File: src/rtl/ram_param.sv
// Simple dual-port RAM with byte-lane writes, registered read-first reads and a
// full-memory clear sweep that runs after reset and on request.
module ram_param #(
    parameter int unsigned       DATA_W   = 16,
    parameter int unsigned       ADDR_W   = 4,
    parameter logic [DATA_W-1:0] INIT_VAL = '0
) (
    input  logic                clk,
    input  logic                rst,
    input  logic                clear,
    input  logic                wr_en,
    input  logic [ADDR_W-1:0]   wr_addr,
    input  logic [DATA_W-1:0]   wr_data,
    input  logic [DATA_W/8-1:0] wr_be,
    input  logic                rd_en,
    input  logic [ADDR_W-1:0]   rd_addr,
    output logic [DATA_W-1:0]   rd_data,
    output logic                rd_valid,
    output logic                busy
);

    localparam int unsigned DEPTH = 2 ** ADDR_W;
    localparam int unsigned LANES = DATA_W / 8;

    typedef enum logic [0:0] {StIdle, StClear} state_e;

    state_e              state_q;
    logic [ADDR_W-1:0]   clr_ptr_q;
    logic                busy_q;
    logic                rd_valid_q;
    logic [DATA_W-1:0]   rd_data_q;
    logic [DATA_W-1:0]   mem [DEPTH];

    logic accept;
    logic wr_fire;
    logic rd_fire;
    logic sweep_we;

    // A clear request in IDLE takes priority over any access in the same cycle.
    assign accept   = (state_q == StIdle) && !clear;
    assign wr_fire  = accept && wr_en;
    assign rd_fire  = accept && rd_en;
    assign sweep_we = rst && (state_q == StClear);

    always_ff @(posedge clk or negedge rst) begin
        if (!rst) begin
            state_q    <= StClear;
            clr_ptr_q  <= '0;
            busy_q     <= 1'b1;
            rd_data_q  <= '0;
            rd_valid_q <= 1'b0;
        end else begin
            rd_valid_q <= rd_fire;
            if (rd_fire) begin
                rd_data_q <= mem[rd_addr];
            end
            unique case (state_q)
                StIdle: begin
                    if (clear) begin
                        state_q   <= StClear;
                        clr_ptr_q <= '0;
                        busy_q    <= 1'b1;
                    end
                end
                StClear: begin
                    clr_ptr_q <= clr_ptr_q + ADDR_W'(1);
                    if (&clr_ptr_q) begin
                        state_q <= StIdle;
                        busy_q  <= 1'b0;
                    end
                end
            endcase
        end
    end

    // Storage is never reset; the sweep initialises it. Reads above see the
    // pre-write word because both blocks update on the same edge.
    always_ff @(posedge clk) begin
        if (sweep_we) begin
            mem[clr_ptr_q] <= INIT_VAL;
        end else if (wr_fire) begin
            for (int i = 0; i < LANES; i++) begin
                if (wr_be[i]) begin
                    mem[wr_addr][8*i +: 8] <= wr_data[8*i +: 8];
                end
            end
        end
    end

    assign rd_data  = rd_data_q;
    assign rd_valid = rd_valid_q;
    assign busy     = busy_q;

endmodule
File: config.mk
export PLATFORM = sky130hd
export DESIGN_NAME = ram_param
export DESIGN_NICKNAME = d
export VERILOG_FILES = /design/src/rtl/ram_param.sv
export SDC_FILE = /design/constraint.sdc
export NUM_CORES = 1
export LEC_CHECK = 0
export BUFFER_PORTS_ARGS = -buffer_cell sky130_fd_sc_hd__clkbuf_2
export CAP_MARGIN = 20
export CORE_MARGIN = 5
export CORE_UTILIZATION = 45
export CTS_CLUSTER_SIZE = 40
export DETAILED_ROUTE_END_ITERATION = 8
export PLACE_DENSITY = 0.65
export SLEW_MARGIN = 10
export SYNTH_ARGS = -nofsm -noshare
export SYNTH_HDL_FRONTEND = slang
export SYNTH_SLANG_ARGS = --single-unit
File: constraint.sdc
create_clock -name clk -period 5.1 [get_ports clk]
set_input_delay 0.765 -clock clk [delete_from_list [all_inputs] [get_ports clk]]
set_output_delay 0.765 -clock clk [all_outputs]
set_load 0.005 [all_outputs]
==> metrics.yaml, run 1 <==
fin_ws_ns: 1.739
cts.sinks: 279
final_area_sq_mm: 0.01281
worstRegToRegCells: 5
drv_cap: 0
initial_utilization_pct: 45.57
cts_setup_buffers: 0
worst_pin_slew_ns: 0.9319
setup_tns_ns: 0
ios: 49
whs_ns: 0.3445
wl_met2_mm: 11.54
antenna_found_initial: 0
diodes: 0
place.gp.congestion: 0.7763
vias: 5719
synth_area_leader_cell: "edfxtp_1"
placed_cells: 947
highest_layer: "met4"
dr.pass1.iters: 4
crit_required_ns: 5.33
hp-class: "in -> async"
fin_util_pct: 52.67
finalCritPeriodShare_pct: 65.90
synth.avg_cell_area_sq_um: 19.21
htree_levels: 1
fin_crit_ns: 3.361
vias_per_cell: 5.719
dieArea_sq_mm: 0.02787
cts_tree: "yes"
areaGrowthSynthToFinish_pct: 15.57
outcome: "finished, final reports clean"
grt_pass1_wl_mm: 36.84
fmax_ghz: 0.2975
ir_drop_v: 0.0002087
dpl_cell_area_sq_mm: 0.01178
path_clk_slew_ns: 0.06
die_h_microns: 166.9
ys_async_sr_fraction_pct: 8.244
dieWidth_microns: 166.9
wl_met3_mm: 1.426
timing.rr.start: "state_q$_DFF_PN1_"
yosys_warnings: 0
ys_ff_latch: 279
cp.arrival_ns: 3.60
drt_iter0_drc: 465
end_kind: "flop"
fin_nets: 689
total_power_mw: 5.932
ctsResizeCount: 0
grt_pass1_vias: 6035
drc: 0
portBuffers: 48
synth_area_leaders: "edfxtp_1, mux4_2, mux2i_1, dfrtp_1, nor3_1"
dominantRegCellSynth: "edfxtp_1"
grt_overflow: 0
power_leakage_nw: 4.477
clock_latency_ns: 0.52
cts_buffers: 27
yosysSeqAreaShare_pct: 74.58
drive_gt1_share_pct: 28.25
clk_path_buf_depth: 3
slew_headroom_pct: 37.87
synth.top_cell.area_share_pct: 69.36
grt_max_degree: 50
synth_edf_count: 256
grt_usage_pct: 17.29
cts-root-buf: "clkbuf_16"
hpwl_mm: 15.19
r2r_slack_ns: 1.74
fin_worst_skew_ns: 0.009463
core_sq_mm: 0.02432
setup_violations: 0
cts_hold_buffers: 0
maxSlewViolCount: 0
finalHoldViolCount: 0
timing.critical_path.from_type: "flop"
stdcell_count: 1000
path_class: "reg -> reg"
timing.rr.end: "mem[5][12]$_DFFE_PP_"
synth.net_count: 609
wl_met1_mm: 10.58
dp_slack_ns: 1.226
rows: 57
drt_wl_total_mm: 24.12
synth_cells: 577
grt_setup_unrepaired: "false"
netlist_area_sq_mm: 0.01108
ant_nets: 0
yosysUniqueCellTypes: 36
routedWlPerCell_microns: 24.12
power_density_mw_per_mm2: 463.1
crit_fanout: 24
==> registers in the layout, summed over array words and instances, names as in the netlist <==
signal	count
busy	1
rd_data	16
state_q	1
mem	256
clr_ptr_q	4
rd_valid	1
==> cells in the final DEF, fill, tap and decap left out, types with 5 or more instances in the layout <==
| cell | n |
|---|---|
| clkbuf_2 | 46 |
| o211ai_1 | 15 |
| dfrtp_1 | 21 |
| nand2_1 | 21 |
| o21ai_0 | 11 |
| clkbuf_16 | 27 |
| bufinv_16 | 8 |
| mux2i_1 | 56 |
| edfxtp_1 | 256 |
| o21ai_1 | 7 |
| a221oi_1 | 12 |
| clkinv_2 | 6 |
| nor3_1 | 32 |
| mux4_2 | 47 |
| nor2b_1 | 10 |
| nor2_1 | 5 |
| and2_1 | 17 |
| buf_4 | 35 |
==> logic make-up (layout without fill, tap and decap cells) <==
logic type	count (synthesis)	after routing	share of synthesized area [%]
flops	279	279	74.58
fa+ha+maj	1	1	0.1129
mux	105	105	14.81
buf+inv	40	139	2.066
xor+xnor	1	1	0.07904
simple gates	90	90	4.222
compound gates	61	61	4.132
==> power by group <==
group | switching, mW | leakage, nW | internal [mW]
Clock | 0.822 | 0.490 | 1.39
Combinational | 0.494 | 1.33 | 0.309
Sequential | 0.121 | 2.65 | 2.80
Total | 1.44 | 4.48 | 4.50
==> Yosys cell counts (2+ instances only) <==
cell type and number:
nor2b_1 10, a221oi_1 12, dfstp_2 2, clkbuf_1 12, and2_1 17, nand2_1 21, buf_6 4, buf_2 13
a21oi_1 4, nor2_1 5, mux4_2 47, a32oi_1 2, mux2_2 2, buf_1 2, mux2i_1 56, dfrtp_1 21
o21ai_1 7, buf_4 3, nor3_1 32, inv_1 4, a221oi_2 4, nand3_1 2, a41oi_1 2, o21ai_0 11
edfxtp_1 256, a22oi_1 2, o211ai_1 15
==> how the worst max path moves through the flow <==
stage	start	to	slack (ns)	depth (start not counted)
floorplan	clear	mem[11][10]$_DFFE_PP_	2.21	6
global placement	clear	mem[5][10]$_DFFE_PP_	1.45	6
detailed placement	clear	mem[3][11]$_DFFE_PP_	1.23	5
CTS	state_q$_DFF_PN1_	mem[3][9]$_DFFE_PP_	1.66	4
global route	state_q$_DFF_PN1_	mem[5][12]$_DFFE_PP_	1.43	5
finish	state_q$_DFF_PN1_	mem[5][12]$_DFFE_PP_	1.74	5
==> area by class of cell <==
type | instances | area [sq um]
Clock inverter | 20 | 312.8
Clock buffer | 28 | 689.4
Tap cell | 324 | 405.4
Multi-Input combinational cell | 258 | 2589
Fill cell | 1906 | 11510
Timing Repair Buffer | 87 | 531.8
Sequential cell | 279 | 8265
Inverter | 4 | 15.01
==> metal layers <==
metal / vias to the layer above / global-route usage (%)
li1: 2504 / -
met1: 2973 / 24.91
met2: 200 / 27.84
met3: 42 / 2.773
met4: 0 / 4.554
met5: - / 0
==> critical path: stages (launching register included) <==
cell and delay (ns):
dfstp_2 0.43, nor2_2 0.28, o211a_1 0.83, mux2i_1 0.42, nor3_1 0.84, buf_4 0.27
Power figures use the tool's default switching activity.
==> inputs of run 2 (changes only) <==
--- a/config.mk
+++ b/config.mk
@@ -5,6 +5,7 @@
 export SDC_FILE = /design/constraint.sdc
 export NUM_CORES = 1
 export LEC_CHECK = 0
+export ABC_AREA = 1
 export BUFFER_PORTS_ARGS = -buffer_cell sky130_fd_sc_hd__clkbuf_2
 export CAP_MARGIN = 20
 export CORE_MARGIN = 5
==> constraint.sdc (replaced) <==
create_clock -name clk -period 3.2 [get_ports clk]
set_input_delay 0.48 -clock clk [delete_from_list [all_inputs] [get_ports clk]]
set_output_delay 0.48 -clock clk [all_outputs]
set_load 0.005 [all_outputs]
==> run 2 against run 1 <==
Non-clock buffer count fell by 3. Clock skew barely moved. Sequential share of layout area fell by 1.9 points. Synthesized cell count rose by 85%. Via count rose by 35%. Setup slack got worse by 1.0 ns. Combinational power rose by 62%. Clock power rose by 46%. Final area rose by 3.0%. Area after synthesis rose by 4.7%. Hold slack got worse by 0.082 ns. Utilization fell by 0.41 points. Largest power group unchanged.
==> metrics.yaml, run 2 <==
outcome: "finished, final reports clean"
dieWidth_microns: 170.6
setup_violations: 0
fin_worst_skew_ns: 0.009359
layout_commonest_cell: "nand2_1"
vias: 7723
dr.pass1.iters: 5
clock_latency_ns: 0.54
wl_met3_mm: 1.692
grt_pass1_wl_mm: 42.70
yosys_warnings: 0
crit_fanout: 24
yosys-top-cells-count: "nand2_1, edfxtp_1, nand3_1, nor2_1, buf_2"
htree_levels: 1
die_h_microns: 170.6
worst_pin_slew_ns: 0.9095
grt_pass1_vias: 7465
drv_cap: 0
cts_buffers: 29
ant_nets: 0
synth.top_cell.area_share_pct: 66.24
ys_ff_latch: 279
hpwl_mm: 17.28
path_class: "reg -> reg"
maxSlewViolCount: 0
grt_setup_unrepaired: "false"
antenna_found_initial: 0
drt_iter0_drc: 744
areaGrowthSynthToFinish_pct: 13.71
drc: 0
finalHoldViolCount: 0
grt_max_degree: 73
post-synth-top-count-cell: "nand2_1"
slew_headroom_pct: 39.30
synth_area_leaders: "edfxtp_1, nand2_1, nand3_1, dfrtp_1, buf_2"
synth.avg_cell_area_sq_um: 10.90
netlist_area_sq_mm: 0.01161
ys_async_sr_fraction_pct: 8.244
wl_met2_mm: 12.40
power_density_mw_per_mm2: 692.3
placed_cells: 1421
synth.net_count: 1097
grt_usage_pct: 18.93
synth_area_leader_cell: "edfxtp_1"
place.gp.congestion: 0.8584
synth_cells: 1065
ir_drop_v: 0.0004105
yosysSeqAreaShare_pct: 71.22
rows: 58
fmax_ghz: 0.4067
fin_nets: 1155
yosysUniqueCellTypes: 23
routedWlPerCell_microns: 18.65
fillers: 2236
vias_per_cell: 5.250
grt_overflow: 0
highest_layer: "met4"
power_leakage_nw: 5.290
hp-class: "in -> reg"
portBuffers: 48
largest-register: "mem"
drt_wl_total_mm: 27.44
crit_required_ns: 3.36
cts.sinks: 279
largest_reg_flops: 256
finalCritPeriodShare_pct: 76.84
diodes: 0
wl_met1_mm: 12.82
setup_tns_ns: 0
dpl_cell_area_sq_mm: 0.01229
cts_setup_buffers: 0
stdcell_count: 1471
ios: 49
drive_gt1_share_pct: 12.71
path_clk_slew_ns: 0.06
clk_path_buf_depth: 3
dominantRegCellSynth: "edfxtp_1"
fin_util_pct: 52.26
cts_tree: "yes"
final_cell_mix: "nand2_1, edfxtp_1, nand3_1"
final_area_sq_mm: 0.01320
timing.critical_path.from_type: "flop"
initial_utilization_pct: 45.96
fin_crit_ns: 2.459
cp.arrival_ns: 2.62
core_sq_mm: 0.02525
dieArea_sq_mm: 0.02910
end_kind: "flop"
cts-root-buf: "clkbuf_16"
synth_edf_count: 256
[run 2: cell types whose count changed after synthesis, moves of 27 or more]
cell / before / now
nand2_1: 21 / 422
nor3_1: 32 / 1
nor2_1: 5 / 51
nand3_1: 2 / 195
inv_1: 4 / 31
mux2i_1: 56 / 0
mux4_2: 47 / 0
[run 2: kinds of logic after synthesis]
logic type / count (synthesis) / synth area share, %
simple gates: 687 / 24.76
flops: 279 / 71.22
buf+inv: 90 / 3.396
compound gates: 8 / 0.5175
fa+ha+maj: 1 / 0.1078
[run 2: through the flow]
stage	power (mW)	worst slack, ns	hold slack (ns)
2_1_floorplan	5.482	1.237	0.1844
3_3_place_gp	5.951	0.5683	0.4637
3_5_place_dp	5.976	0.5591	0.4658
4_1_cts	9.186	0.7575	0.2539
5_1_grt	9.544	0.5565	0.2827
6_report	9.137	0.7412	0.2629
[run 2: path summary, 6_finish.rpt]
check / from / end / slack, ns / depth (start not counted)
setup / recovery: state_q$_DFF_PN1_ / mem[14][6]$_DFFE_PP_ / 0.74 / 7
setup reg to reg: state_q$_DFF_PN1_ / mem[14][6]$_DFFE_PP_ / 0.74 / 7
min in group asynchronous: rst / rd_data[1]$_DFFE_PN0P_ / 0.50 / 3
hold reg to reg: rd_data[4]$_DFFE_PN0P_ / rd_data[4]$_DFFE_PN0P_ / 0.47 / 2
max in group asynchronous: rst / busy$_DFFE_PN1P_ / 2.41 / 3
hold / removal: clear / busy$_DFFE_PN1P_ / 0.26 / 3
[run 2: where the power goes]
group | switching, mW | total, mW | internal [mW]
Combinational | 0.911 | 1.30 | 0.390
Sequential | 0.154 | 4.60 | 4.45
Clock | 1.31 | 3.23 | 1.92
Total | 2.38 | 9.14 | 6.76
[run 2: repair_timing]
action,in CTS,in global routing
hold buffers,1,0
hold endpoints to repair,21,0
resized for setup,0,0
[run 2: worst max-delay path, stage by stage, from the launching register on]
cell      delay (ns)
dfstp_2         0.40
nor2_4          0.21
o211ai_4        0.30
nand2_1         0.14
nand2_1         0.09
nor2_2          0.21
nand2_1         0.12
nor2_1          0.61
[run 2: layer usage]
metal  up-vias  track usage [%]
met4         0            4.132
li1       3718                -
met5         -                0
met1      3708            29.05
met3        42            2.218
met2       255            29.38
[run 2: layout make-up]
| cell class | instances | area [sq um] | share of cell area [%] |
|---|---|---|---|
| Inverter | 33 | 125.1 | 0.9480 |
| Clock inverter | 10 | 128.9 | 0.9765 |
| Multi-Input combinational cell | 696 | 2952 | 22.36 |
| Clock buffer | 39 | 773.2 | 5.859 |
| Sequential cell | 279 | 8265 | 62.63 |
| Timing Repair Buffer | 84 | 540.5 | 4.096 |
| Tap cell | 330 | 412.9 | 3.129 |
==> inputs of run 3 (changes only) <==
--- a/config.mk
+++ b/config.mk
@@ -5,14 +5,14 @@
 export SDC_FILE = /design/constraint.sdc
 export NUM_CORES = 1
 export LEC_CHECK = 0
-export ABC_AREA = 1
+export ABC_AREA = 0
 export BUFFER_PORTS_ARGS = -buffer_cell sky130_fd_sc_hd__clkbuf_2
 export CAP_MARGIN = 20
 export CORE_MARGIN = 5
 export CORE_UTILIZATION = 45
 export CTS_CLUSTER_SIZE = 40
 export DETAILED_ROUTE_END_ITERATION = 8
-export PLACE_DENSITY = 0.65
+export PLACE_DENSITY = 0.68
 export SLEW_MARGIN = 10
 export SYNTH_ARGS = -nofsm -noshare
 export SYNTH_HDL_FRONTEND = slang
==> constraint.sdc (replaced) <==
create_clock -name clk -period 2.2 [get_ports clk]
set_input_delay 0.33 -clock clk [delete_from_list [all_inputs] [get_ports clk]]
set_output_delay 0.33 -clock clk [all_outputs]
set_load 0.005 [all_outputs]
==> run 3 against run 2 <==
Global-route usage is 1.1 points lower. Setup slack worse by 0.59 ns. First-iteration DRC count is 23% lower. Non-clock buffer count is 30 higher. Maximum frequency is 20% higher. Critical path type unchanged. Largest power group unchanged.
==> metrics.yaml, run 3 (synthesis gave the netlist of run 1 again) <==
hp-class: "in -> reg"
fin_crit_ns: 2.049
maxSlewViolCount: 0
grt_usage_pct: 17.80
timing.rr.end: "mem[0][3]$_DFFE_PP_"
ios: 49
power_density_mw_per_mm2: 1011
die_h_microns: 166.9
fin_worst_skew_ns: 0.005058
fin_nets: 716
met3_usage_pct: 2.702
grt_pass1_wl_mm: 37.88
power_leakage_nw: 4.514
path_class: "reg -> reg"
crit_required_ns: 2.42
grt_pass1_vias: 6046
p_clk_share_pct: 31.7
cts.sinks: 279
fmax_ghz: 0.4880
intPower_mw: 9.631
largest_reg_flops: 256
grt_max_degree: 51
clk_path_buf_depth: 3
outcome: "finished, final reports clean"
vias: 5817
portBuffers: 48
path_delay_family: "buffers and inverters"
grt_overflow: 0
comb_power_share_pct: 16.4
place.gp.congestion: 0.8099
finalCritPeriodShare_pct: 93.14
final_cell_mix: "edfxtp_1, buf_4, mux2i_1"
timing.rr.start: "state_q$_DFF_PN1_"
crit_top_cell: "buf_4"
rows: 57
path_clk_slew_ns: 0.06
dieWidth_microns: 166.9
crit_fanout: 18
initial_utilization_pct: 45.57
finalHoldViolCount: 0
drc: 0
cts_buffers: 27
antenna_found_initial: 0
hpwl_mm: 15.95
cp.arrival_ns: 2.27
r2r_slack_ns: 0.15
slew_headroom_pct: 51.42
cpMaxStageDelayCell: "dfstp_2"
p_sw_mw: 3.421
drive_gt1_share_pct: 31.86
gr-usage-met1_pct: 25.67
p_seq_share_pct: 51.9
dieArea_sq_mm: 0.02787
cp.depth: 7
layout_commonest_cell: "edfxtp_1"
ir_drop_v: 0.0005241
setup_violations: 0
areaGrowthSynthToFinish_pct: 16.48
placed_cells: 977
grt_setup_unrepaired: "false"
clock_latency_ns: 0.52
grt-busiest-layer: "met2"
core_sq_mm: 0.02432
htree_levels: 1
drt_iter0_drc: 571
cp_cell_sequence: "nor2_2, o211a_4, buf_4, mux2i_1, buf_4, nor3_1, buf_4"
cts_setup_buffers: 0
max_stage_delay_ns: 0.54
routedWlPerCell_microns: 24.11
crit_buf_inv: 3
largest-register: "mem"
total_power_mw: 13.05
grtUsageMet2_pct: 29.25
switching_share_pct: 26.21
ant_nets: 0
drv_cap: 0
dr.pass1.iters: 9
endpoint: "mem[0][3]$_DFFE_PP_"
diodes: 0
startpoint: "state_q$_DFF_PN1_"
cts-root-buf: "clkbuf_16"
drt_wl_total_mm: 24.77
min-delay-start: "clear"
end_kind: "flop"
timing.critical_path.from_type: "flop"
worst_pin_slew_ns: 0.7286
cts_tree: "yes"
stdcell_count: 1027
worstRegToRegCells: 7
vias_per_cell: 5.664
==> run 3: routing by layer <==
layer | routed length (microns) | part of all wire [%] | vias to the layer above
met4 | 375 | 1.5 | 0
met3 | 1725 | 7.0 | 28
met5 | 0 | 0 | -
li1 | - | - | 2548
met2 | 12110 | 49 | 209
met1 | 10550 | 43 | 3032
==> run 3: final cells by class <==
cell class	instances	area, sq um
clock buffers	35	715.7
clock inverters	13	62.56
fillers	1905	11410
inverters	4	15.01
multi-input cells	258	2678
flip-flops and latches	279	8265
well taps	324	405.4
repair buffers	114	768.2
==> run 3: tightest hold or removal path, cell delays in order <==
cell and delay (ns):
clkbuf_2 0.11, nor2_2 0.12, buf_4 0.16, a41oi_1 0.06
==> run 3: worst min path at each step <==
stage	to	slack, ns	cells past startpoint
global route	clr_ptr_q[0]$_DFFE_PN0P_	0.28	5
detailed placement	clr_ptr_q[2]$_DFFE_PN0P_	0.43	2
CTS	state_q$_DFF_PN1_	0.21	4
floorplan	clr_ptr_q[0]$_DFFE_PN0P_	0.03	0
global placement	clr_ptr_q[2]$_DFFE_PN0P_	0.41	2
finish	state_q$_DFF_PN1_	0.26	4
==> run 3: power by group through the flow <==
stage,clock network (mW),logic (mW),registers [mW]
final,4.14,2.14,6.77
after global routing,4.43,2.34,6.83
after CTS,4.20,2.15,6.77
after detailed placement,0,2.15,6.88
after global placement,0,2.08,6.85
after floorplan,0,1.30,6.85
==> run 3: timing repair <==
| item | 4_1_cts | 5_1_grt |
|---|---|---|
| hold buffers | 1 | 0 |
| resized for setup | 0 | 2 |
| endpoints found under the setup margin | 0 | 25 |
| hold endpoints to repair | 21 | 0 |
==> run 3: metrics by stage <==
stage	cell area (sq um)	hold WS (ns)	util, %	setup slack [ns]	TNS, ns
after floorplan	11160	0.03441	-	-0.1103	-16.14
after global placement	12100	0.4126	49.76	0.08574	0
after detailed placement	12100	0.4281	49.76	-0.006262	-0.006262
after CTS	12890	0.2067	53.00	0.08542	0
after global routing	12910	0.2821	53.08	0.05384	0
final	12910	0.2615	53.08	0.1508	0
